===== src/rtl/uart_tx_fifo_drain.sv =====
// UART transmitter that pops one FIFO word per frame and sends start, DBIT data bits LSB first, then stop.
// tx falls one clk after the fifo_rd pop; the FIFO is read only from IDLE, so an empty FIFO just holds the line idle.
module uart_tx_fifo_drain #(
  parameter int DBIT    = 8,
  parameter int SB_TICK = 16
) (
  input  logic            clk,
  input  logic            reset,
  input  logic            s_tick,
  input  logic            fifo_empty,
  input  logic [DBIT-1:0] fifo_rdata,
  output logic            fifo_rd,
  output logic            tx,
  output logic            tx_busy,
  output logic            tx_done_tick
);

  localparam int S_MAX = (SB_TICK > 16) ? SB_TICK : 16;
  localparam int S_W   = $clog2(S_MAX);
  localparam int N_W   = $clog2(DBIT);

  localparam logic [S_W-1:0] S_BIT_LAST  = S_W'(15);
  localparam logic [S_W-1:0] S_STOP_LAST = S_W'(SB_TICK - 1);
  localparam logic [N_W-1:0] N_LAST      = N_W'(DBIT - 1);

  typedef enum logic [1:0] {IDLE, START, DATA, STOP} state_t;

  state_t            state, state_next;
  logic [S_W-1:0]    s, s_next;
  logic [N_W-1:0]    n, n_next;
  logic [DBIT-1:0]   b, b_next;
  logic              tx_reg, tx_next;

  always_ff @(posedge clk) begin
    if (!reset) begin
      state  <= IDLE;
      s      <= '0;
      n      <= '0;
      b      <= '0;
      tx_reg <= 1'b1;
    end else begin
      state  <= state_next;
      s      <= s_next;
      n      <= n_next;
      b      <= b_next;
      tx_reg <= tx_next;
    end
  end

  always_comb begin
    state_next = state;
    s_next     = s;
    n_next     = n;
    b_next     = b;
    case (state)
      IDLE: begin
        // The head word is captured here; later FIFO activity cannot touch the frame in flight.
        if (!fifo_empty) begin
          state_next = START;
          s_next     = '0;
          b_next     = fifo_rdata;
        end
      end
      START: begin
        if (s_tick) begin
          if (s == S_BIT_LAST) begin
            state_next = DATA;
            s_next     = '0;
            n_next     = '0;
          end else begin
            s_next = s + 1'b1;
          end
        end
      end
      DATA: begin
        if (s_tick) begin
          if (s == S_BIT_LAST) begin
            s_next = '0;
            b_next = b >> 1;
            if (n == N_LAST) begin
              state_next = STOP;
            end else begin
              n_next = n + 1'b1;
            end
          end else begin
            s_next = s + 1'b1;
          end
        end
      end
      STOP: begin
        if (s_tick) begin
          if (s == S_STOP_LAST) begin
            state_next = IDLE;
          end else begin
            s_next = s + 1'b1;
          end
        end
      end
      default: state_next = IDLE;
    endcase
  end

  always_comb begin
    fifo_rd      = 1'b0;
    tx_done_tick = 1'b0;
    tx_next      = 1'b1;
    if (state == IDLE) begin
      fifo_rd = ~fifo_empty & reset;
    end
    if ((state == STOP) && s_tick && (s == S_STOP_LAST)) begin
      tx_done_tick = reset;
    end
    // Registered line level follows the next state so the start bit lands one edge after the pop.
    case (state_next)
      START:   tx_next = 1'b0;
      DATA:    tx_next = b_next[0];
      default: tx_next = 1'b1;
    endcase
  end

  assign tx      = tx_reg;
  assign tx_busy = (state != IDLE);

endmodule


===== config.mk =====
export PLATFORM = sky130hd
export DESIGN_NAME = uart_tx_fifo_drain
export DESIGN_NICKNAME = d
export VERILOG_FILES = /design/src/rtl/uart_tx_fifo_drain.sv
export SDC_FILE = /design/constraint.sdc
export NUM_CORES = 1
export LEC_CHECK = 0
export ABC_AREA = 1
export BUFFER_PORTS_ARGS = -buffer_cell sky130_fd_sc_hd__clkbuf_2
export CAP_MARGIN = 20
export CORE_MARGIN = 1.5
export CORE_UTILIZATION = 38
export CTS_CLUSTER_SIZE = 20
export DETAILED_ROUTE_END_ITERATION = 6
export GPL_TIMING_DRIVEN = 0
export PLACE_DENSITY = 0.61
export SETUP_SLACK_MARGIN = 0.02
export SLEW_MARGIN = 20
export SYNTH_ARGS = -nofsm -noshare
export SYNTH_HDL_FRONTEND = slang
export SYNTH_SLANG_ARGS = --single-unit

===== constraint.sdc =====
create_clock -name clk -period 2 [get_ports clk]
set_input_delay 0.4 -clock clk [delete_from_list [all_inputs] [get_ports clk]]
set_output_delay 0.4 -clock clk [all_outputs]
set_load 0.02 [all_outputs]

==> Yosys cells after proc, flatten, opt, wreduce, memory -nomap -nowiden <==
Cells that the tools add are included.
{ "totals": {"ff_bits": 18, "input_bits": 12, "output_inout_bits": 4, "word_cells": 64} }
{ "op_classes": {"add_sub_neg": 2, "eq_ne": 16, "mux": 28, "n_bitwise": 2, "reduce_logical": 10} }
{ "ops": {"columns": ["operator", "count"], "rows": [
  ["8-bit two-way mux", 3],
  ["4-bit two-way mux", 5],
  ["2-bit two-way mux", 8],
  ["2-bit != test, second input constant", 8],
  ["8-bit case mux with 2 select lines", 1],
  ["3-bit two-way mux", 5],
  ["4-bit case mux with 3 select lines", 1],
  ["2-bit case mux with 4 select lines", 1],
  ["4-bit AND reduction", 2],
  ["2-bit equality test, second input constant", 3],
  ["3-bit case mux with 2 select lines", 1],
  ["6-bit AND reduction", 1],
  ["2-bit nonzero test", 3],
  ["4-bit by 1-bit adder with 4-bit output, second input constant", 1],
  ["2-bit by 1-bit equality test with 1-bit output, second input constant", 2],
  ["4-bit equality test, second input constant", 1],
  ["3-bit by 1-bit adder with 3-bit output, second input constant", 1],
  ["3-bit equality test, second input constant", 1],
  ["1-bit logical AND", 2],
  ["2-bit logical NOT", 1],
  ["1-bit two-way mux", 2],
  ["2-bit by 1-bit != test with 1-bit output, second input constant", 1],
  ["1-bit case mux with 2 select lines", 1],
  ["2-bit OR reduction", 1],
  ["other kinds (2)", 2]
]} }

==> Depth between registers and ports, before layout <==
{ "depth": {"word_depth": 7, "mapped_depth": 10, "ltp_nobuf": 10} }

==> Least setup slack after synthesis <==
No wires, ideal clock.
{ "synth_timing": {"path_type": "register to output", "start": "reg state[1]", "end": "out fifo_rd", "arrival_time_ps": 1240, "t_required_ps": 1600, "path_slack_ps": 360, "stages_incl_launch_ff": 5, "n_path_buf": 0, "path_cell_list": "dfxtp_1 > inv_1 > ha_1 > inv_2 > nor3_1"} }
{ "synth_between": {"elab_chain_len": 2} }
{ "synth_lines": {"columns": ["element", "line", "rtl"], "rows": [
  ["start: declaration", "28", "state_t state, state_next;"],
  ["start signal: assignment", "42", "state <= state_next;"],
  ["2-bit logical NOT", "107", "if (state == IDLE) begin"],
  ["1-bit two-way mux", "107", null],
  ["end: declaration", "12", "output logic fifo_rd,"]
]} }
No other way between the ends.

==> Final worst setup path <==
{ "layout_timing": {"start": "reg s[0]", "end": "out tx_done_tick"} }
{ "layout_between": {"elab_chain_len": 3} }
{ "layout_lines": {"columns": ["element", "line", "rtl"], "rows": [
  ["start: declaration", "29", "logic [S_W-1:0] s, s_next;"],
  ["start signal: assignment", "43", "s <= s_next;"],
  ["4-bit equality test", "110", "if ((state == STOP) && s_tick && (s == S_STOP_LAST)) begin"],
  ["1-bit logical AND", "110", null],
  ["1-bit two-way mux", "110", null],
  ["end: declaration", "15", "output logic tx_done_tick"]
]} }
No other way between the ends.

==> impl_results.md <==
* Cts bufs inserted at 3
* Final setup fails at 0
* Final wirelength at 2330 um
* Detail Route Antenna Nets at 0
* Yosys reg bits at 18
* Synth Flop Type: dfxtp_1
* Hold Slack at 0.363 ns
* Met2 routed WL at 1060 um
* Fin crit share at 93.4%
* # H-tree levels at 1
* Row count at 18
* Slew Limit Fails at 0
* Fin. Hold Viols at 0
* Drt drc at 0
* Async set-reset flop share out of synthesis at 0%
* Synthesized cell area at 1060 um^2
* Lkg Pwr at 0.000515 uW
* Vias in the first global route at 973
* CP required at 1.60 ns
* Cts-stage hold buffer count at 0
* Area growth syn-to-layout at 16.3%
* Biggest register: b
* Achievable frequency at 535 MHz
* Worst reg2reg path endpoint: tx
* Final global-route overflow total at 0
* Nets at 192
* Number of max-cap violations at 0
* First-pass GRT wire length at 4120 um
* Root Driver: clkbuf_4
* Seq/Total Area, Yosys at 34.0%
* Post-DP HPWL at 1690 um
* YS warnings at 0
* PortBufs at 15
* CTS max path bufs at 2
* Largest net degree at the start of global routing at 11
* Minimum clock period at 1.87 ns
* Kind of critical path: reg2out
* Max FFs per register at 8
* Core Area at 2570 um^2
* Worst hold stages at 3
* Drt wl/cell at 11.5 um
* Final GP Congestion at 0.758
* Top Layer Used: met4
* Die height at 55.8 um
* Top Registers: b (8), s (4), n (3)
* Metal3 WL at 89 um
* Power Dens Cells at 638 nW/um^2
* Critical Path Fanout Max at 10
* Hold Path End: state[0]
* Clk_skew at 0.00822 ns
* Initial antenna violation count at 0
* Setup TNS at 0 ns
* CTS tree: done
* Seq. cell area at 363 um^2
* First-iteration detailed-routing DRC count at 24
* Die ar. at 3110 um^2
* 1st-pass router iterations at 4
* Vias per std cell at 5.08
* Initial Util at 41.3%
* Metal-1 WL at 1140 um
* Mapped Avg Cell Area at 6.93 um^2
* GRT Util Overall at 16.3%
* Worst skew pair latency at 0.30 ns
* Worst vdd ir at 0.337 mV
* Netlist cell types at 25
* Crit start category: flip-flop
* CTS clk-pin slew, worst paths at 0.11 ns
* Ports at 16
* Hold Path Class: in2reg
* Chip width at 55.8 um
* Synthesized net count at 172
* Commonest non-fill, non-tap cell in the layout: nand2_1
* Clk sinks at 18
* Commonest non-fill, non-tap cells in the layout: nand2_1 (39), nor2_1 (19), a21oi_1 (17)
* Status: finished, final reports clean
* CP Capture Type: primary output
* Worst Hold Launch: reset
* Post-synth EDFFs at 0
* Critical Path AT at 1.47 ns
* Share of cells above drive strength 1 at 20.3%
* Routed via count at 1027
* FF-to-FF Start: state[0]
* Area of the multi-input gates at 653 um^2
* Diodes inserted at 0
* Worst R2R Setup Slack at 0.33 ns
* Syn Inst Count at 153
* Slew margin rel. at 68.2%
* RSZ-0062 raised after global routing: false
* Worst slew pin tran at 0.477 ns
* Reg2Reg Depth at 10
* Fillers at 277
[where the power goes]
group | leakage, uW | switching (uW) | internal [uW] | total, uW
logic | 0.000346 | 98.3 | 61.0 | 159
registers | 0.000148 | 14.1 | 383 | 398
clock network | 0.0000210 | 118 | 111 | 230
total | 0.000515 | 231 | 556 | 786
[logic make-up after synthesis]
family	synth area share, %
simple gates	32.3
compound gates	18.2
flops	34.0
buf+inv	6.38
fa+ha+maj	8.26
xor+xnor	0.827
[metrics by stage]
stage	worst slack [ns]	utilization, %	instance area, um^2	power (uW)	instances
after global routing	0.0382	48.0	1230	835	202
after detailed placement	0.300	45.7	1170	563	198
final	0.131	48.0	1230	786	202
after floorplan	0.360	-	1060	520	153
after global placement	0.306	45.7	1170	561	198
after CTS	0.0211	47.5	1220	794	202
[worst max-delay path by stage]
stage                         from           end  slack [ns]  cells past startpoint
after floorplan           state[1]       fifo_rd        0.36                      4
after global placement        s[0]  tx_done_tick        0.31                      5
after detailed placement      s[0]  tx_done_tick        0.30                      5
after CTS                     s[0]  tx_done_tick        0.02                      5
after global routing      state[1]       fifo_rd        0.04                      5
final                         s[0]  tx_done_tick        0.13                      5
[layer usage]
metal  vias up  track usage, %
met5         -               0
met4         0            5.78
met3         5            3.26
met2        20            27.7
met1       459            20.5
li1        543               -
[Yosys cell counts, drive strengths merged, types with 2 or more instances]
cell   number  area share (%)
nor3        2            0.94
nor2       23              11
dfxtp      18              34
a21oi      17             8.0
nand2      42              16
nand3       5             2.4
inv        12             4.3
buf         2             1.8
ha          7             8.3
o21ai      17             8.0
[worst max-delay path, stage by stage, from the launching register on]
cell	delay, ns
dfxtp_2	0.39
ha_4	0.18
nand4_4	0.14
buf_6	0.19
nor2_1	0.10
clkbuf_2	0.18
[what timing repair did]
action / 4_1_cts / 5_1_grt
setup buffers: 0 / 0
resized for setup: 2 / 3
endpoints found under the setup margin: 1 / 1
[final cells by class]
class / instances / area share (%)
clock buffers: 4 / 2.94
multi-input cells: 120 / 53.0
plain buffers: 3 / 1.83
repair buffers: 15 / 6.09
flip-flops and latches: 18 / 29.4
well taps: 30 / 3.05
inverters: 12 / 3.65
No activity file was read; power rests on OpenSTA's default activity.
